--- src/rtl/coprocessor_rodata_arbiter.sv ---
// Shares the single port of the coprocessor read-only-data RAM between the host (Avalon-MM
// read/write) and the core load unit (read-only), one access per cycle, fixed read latency.
module coprocessor_rodata_arbiter #(
    parameter int unsigned DEPTH  = 5120,
    parameter int unsigned ADDR_W = 13,
    parameter int unsigned DATA_W = 32
) (
    input  logic                  clk,
    input  logic                  reset_n,

    input  logic [ADDR_W-1:0]     host_address,
    input  logic [DATA_W/8-1:0]   host_byteenable,
    input  logic                  host_read,
    input  logic                  host_write,
    input  logic [DATA_W-1:0]     host_writedata,
    input  logic                  host_lock,
    output logic                  host_waitrequest,
    output logic                  host_readdatavalid,
    output logic [DATA_W-1:0]     host_readdata,

    input  logic [ADDR_W-1:0]     core_address,
    input  logic                  core_read,
    output logic                  core_waitrequest,
    output logic                  core_readdatavalid,
    output logic [DATA_W-1:0]     core_readdata,

    output logic [ADDR_W-1:0]     ram_address,
    output logic [DATA_W/8-1:0]   ram_byteenable,
    output logic                  ram_chipselect,
    output logic                  ram_write,
    output logic                  ram_debugaccess,
    output logic [DATA_W-1:0]     ram_writedata,
    output logic                  ram_clken,
    input  logic [DATA_W-1:0]     ram_readdata,

    input  logic                  err_clear,
    output logic                  err_oor,
    output logic [15:0]           core_stall_cnt
);

    localparam logic [ADDR_W:0] DepthLim = (ADDR_W + 1)'(DEPTH);

    typedef enum logic {
        GrantHost = 1'b0,
        GrantCore = 1'b1
    } grant_e;

    grant_e              last_grant_q;
    logic                ready_q;
    logic                rvalid_q;
    grant_e              rport_q;
    logic                roor_q;
    logic                err_q;
    logic [15:0]         stall_q;

    logic                host_req;
    logic                core_req;
    logic                gnt_host;
    logic                gnt_core;
    logic                accept;
    logic                acc_write;
    logic                acc_read;
    logic                in_range;
    logic [ADDR_W-1:0]   sel_addr;

    // Grant decision: lock forces host-only, conflicts alternate on last_grant.
    always_comb begin
        host_req = host_read | host_write;
        core_req = core_read;
        gnt_host = 1'b0;
        gnt_core = 1'b0;
        if (ready_q) begin
            if (host_lock) begin
                gnt_host = host_req;
            end else if (host_req && core_req) begin
                if (last_grant_q == GrantHost) begin
                    gnt_core = 1'b1;
                end else begin
                    gnt_host = 1'b1;
                end
            end else begin
                gnt_host = host_req;
                gnt_core = core_req;
            end
        end
    end

    always_comb begin
        host_waitrequest = ~ready_q | (host_req & ~gnt_host);
        core_waitrequest = ~ready_q | (core_req & ~gnt_core);

        accept    = gnt_host | gnt_core;
        acc_write = gnt_host & host_write;
        acc_read  = accept & ~acc_write;

        if (gnt_core) begin
            sel_addr = core_address;
        end else if (gnt_host) begin
            sel_addr = host_address;
        end else begin
            sel_addr = '0;
        end
        in_range = ({1'b0, sel_addr} < DepthLim);

        ram_address     = sel_addr;
        ram_chipselect  = accept & in_range;
        ram_write       = acc_write & in_range;
        ram_debugaccess = acc_write & in_range;
        ram_byteenable  = gnt_host ? host_byteenable : '1;
        ram_writedata   = host_writedata;
        ram_clken       = 1'b1;
    end

    always_ff @(posedge clk or negedge reset_n) begin
        if (!reset_n) begin
            ready_q      <= 1'b0;
            last_grant_q <= GrantHost;
            rvalid_q     <= 1'b0;
            rport_q      <= GrantHost;
            roor_q       <= 1'b0;
            err_q        <= 1'b0;
            stall_q      <= '0;
        end else begin
            ready_q  <= 1'b1;
            rvalid_q <= acc_read;
            if (accept) begin
                last_grant_q <= gnt_core ? GrantCore : GrantHost;
                rport_q      <= gnt_core ? GrantCore : GrantHost;
                roor_q       <= ~in_range;
            end
            // A new out-of-range access wins over a simultaneous clear.
            if (accept && !in_range) begin
                err_q <= 1'b1;
            end else if (err_clear) begin
                err_q <= 1'b0;
            end
            if (core_read && core_waitrequest && (stall_q != 16'hFFFF)) begin
                stall_q <= stall_q + 16'd1;
            end
        end
    end

    always_comb begin
        host_readdatavalid = rvalid_q & (rport_q == GrantHost);
        core_readdatavalid = rvalid_q & (rport_q == GrantCore);
        host_readdata      = (host_readdatavalid && !roor_q) ? ram_readdata : '0;
        core_readdata      = (core_readdatavalid && !roor_q) ? ram_readdata : '0;
        err_oor            = err_q;
        core_stall_cnt     = stall_q;
    end

endmodule

--- config.mk ---
export PLATFORM = sky130hd
export DESIGN_NAME = coprocessor_rodata_arbiter
export DESIGN_NICKNAME = d
export VERILOG_FILES = /design/src/rtl/coprocessor_rodata_arbiter.sv
export SDC_FILE = /design/constraint.sdc
export NUM_CORES = 1
export LEC_CHECK = 0
export BUFFER_PORTS_ARGS = -buffer_cell sky130_fd_sc_hd__buf_2
export CAP_MARGIN = 20
export CORE_AREA = 5 5 89 91
export DETAILED_ROUTE_END_ITERATION = 16
export DIE_AREA = 0 0 94 96
export GPL_TIMING_DRIVEN = 0
export PLACE_DENSITY = 0.74
export SYNTH_ARGS = -nofsm -noshare
export SYNTH_HDL_FRONTEND = slang
export SYNTH_SLANG_ARGS = --single-unit
--- constraint.sdc ---
create_clock -name clk -period 1.78 [get_ports clk]
set_clock_uncertainty 0.2 [all_clocks]
set_input_delay 0.178 -clock clk [delete_from_list [all_inputs] [get_ports clk]]
set_output_delay 0.178 -clock clk [all_outputs]
set_load 0.02 [all_outputs]
==> impl_metrics.tcl <==
set metrics [dict create \
    status "complete, but fails checks" \
    violations "negative setup slack" \
    syn_inst 227 \
    grt_overflow 0 \
    synth_edf_count 0 \
    fin_ws_ps -184 \
    drtAntennaViolNets 0 \
    period_share_pct 110 \
    ys_types 38 \
    placed_cells 532 \
    final_net_count 573 \
    synth_top_area_share_pct 27.3 \
    area_growth_pct 132 \
    timing.final.crit_period_ps 1960 \
    route.vias.total 2615 \
    die_area_um2 9020 \
    synth_seq_cells 21 \
    design_power_total_mw 2.25 \
    cellLeakagePower_nw 2.29 \
    cts_tree "yes" \
    drtIter0Drc 49 \
    grt_max_degree 22 \
    rows 31 \
    async_flop_share_pct 100 \
    synthTopCellsByArea "dfrtp_1 (27%), and2_1 (21%), buf_4 (13%)" \
    crit_type "flip-flop to flip-flop" \
    cts.clk_slew.worst_paths_ps 80 \
    via_per_inst 4.60 \
    die_x_um 94 \
    dr.pass1.iters 4 \
    r2r_slack_ps -180 \
    fp.dieH_um 96 \
    max_freq_mhz 509 \
    diodes 0 \
    routed_wl_mm 10.7 \
    grt_pass1_vias 2658 \
    grt.total_usage_pct 20.2 \
    start_kind "flip-flop" \
    drive_above_1_share_pct 84.0 \
    final-hold-violation-count 0 \
    htreeDepth 1 \
    cap_violations 0 \
    start_util_pct 27.3 \
    fill_cells 546 \
    numPortBuffers 205 \
    mostFrequentLayoutCells "buf_2 (120), buf_6 (99), and2_4 (64)" \
    worstPathMaxFanout 6 \
    synth_ff_type "dfrtp_1" \
    cts.sinks 21 \
    synthesis.area_per_instance_um2 8.49 \
    place_congestion 0.785 \
    drv_slew 0 \
    rsz0062_at_grt "yes" \
    setup-violations-final 101 \
    cp.arrival_ps 1920 \
    drc_errors 0 \
    grt_pass1_wl_mm 14.4 \
    antenna_found_initial 0 \
    yosysSeqAreaShare_pct 27.3 \
    cts_buffers 3 \
    coreArea_um2 7060 \
    cts_buffer_depth 2 \
    ir_drop_mv 0.994 \
    mostFrequentLayoutCell "buf_2" \
    yosys.area.top_type "dfrtp_1" \
    cp_data_required_time_ps 1740 \
    instances_no_fill 569 \
    cp-end-kind "flip-flop" \
    pwr_density_cell_nw_per_um2 502 \
    wl_per_cell_um 18.9 \
    yosys_warnings 0 \
    finalSetupTns_ps -10520 \
    place_hpwl_mm 7.15 \
    cts_root_buffer "clkbuf_8" \
    hp-class "input port to flip-flop" \
    syn_area_um2 1930 \
    worstSkewPairLatency_ps 270 \
    pin_count 239 \
]
==> synth_stat cells (all sizes together) (2+ instances only) <==
| master | n |
|---|---|
| or3 | 4 |
| xnor2 | 10 |
| inv | 6 |
| dfrtp | 21 |
| xor2 | 3 |
| mux2 | 3 |
| a21oi | 4 |
| nand2b | 2 |
| and3 | 6 |
| nand3 | 8 |
| o21ai | 6 |
| buf | 35 |
| and2 | 65 |
| nor2 | 6 |
| nor3b | 2 |
| clkbuf | 7 |
| nand4 | 6 |
| a22o | 13 |
| nand2 | 9 |
| nor2b | 2 |
==> worst max-delay path, cell delays in order, from the launching register on <==
cell and delay, ps:
dfrtp_2 490, o21ai_4 100, buf_6 130, a31o_4 250, a2111oi_4 400, nand3_1 150
xnor2_1 140
==> report_power, final <==
group	switching [mW]	leakage [nW]	internal, mW
Sequential	0.141	0.260	0.573
Combinational	0.593	2.01	0.614
Clock	0.167	0.0217	0.158
Total	0.901	2.29	1.34
==> sequential cells by signal (all words and copies together), names as in the netlist <==
name	cells
core_stall_cnt	16
roor_q	1
rport_q	1
ready_q	1
err_oor	1
rvalid_q	1
==> per-stage QoR <==
stage,setup slack [ps],area (µm²),hold WS (ps),util (%)
floorplan,-21.0,1960,-318,-
global placement,-349,3110,-36.5,44.0
detailed placement,-352,3110,-34.6,44.0
CTS,-145,4230,8.61,59.9
global route,-244,4470,57.2,63.3
finish,-184,4470,31.3,63.3
==> routing by layer <==
layer  vias to the layer above  GRT usage, %  wire, µm
li1                       1209             -         -
met1                      1260          25.3      4270
met2                       136          36.5      5570
met3                        10          4.38       779
met4                         0          2.77       130
met5                         -             0         0
==> area by class of cell <==
type | instances | area [µm²] | share of cell area [%]
Inverter | 6 | 22.5 | 0.504
Sequential cell | 21 | 534 | 11.9
Clock buffer | 3 | 41.3 | 0.923
Buffer | 42 | 372 | 8.31
Clock inverter | 1 | 7.51 | 0.168
Timing Repair Buffer | 237 | 1910 | 42.6
Tap cell | 99 | 124 | 2.77
Multi-Input combinational cell | 160 | 1460 | 32.7
==> final timing paths <==
kind,from,to,depth (start not counted)
min in group asynchronous,reset_n,core_stall_cnt[9],2
min,host_write,rvalid_q,2
min reg2reg,core_stall_cnt[15],core_stall_cnt[15],1
max in group asynchronous,reset_n,rport_q,2
max,rport_q,core_stall_cnt[15],6
max reg2reg,rport_q,core_stall_cnt[15],6
==> kinds of logic after synthesis <==
family	after synthesis	synth area share (%)
compound gates	27	12.4
other cells	1	0.195
buf+inv	48	16.0
xor+xnor	13	5.91
fa+ha+maj	1	0.649
flops	21	27.3
simple gates	113	35.8
mux	3	1.75
==> timing repair <==
action,in CTS,in global routing
setup buffers,18,5
endpoints found under the setup margin,91,102
resized for setup,271,59
pin swaps,72,29
cloned,7,1
hold endpoints to repair,22,0
hold buffers,2,0
(Power assumes the default switching activity.)
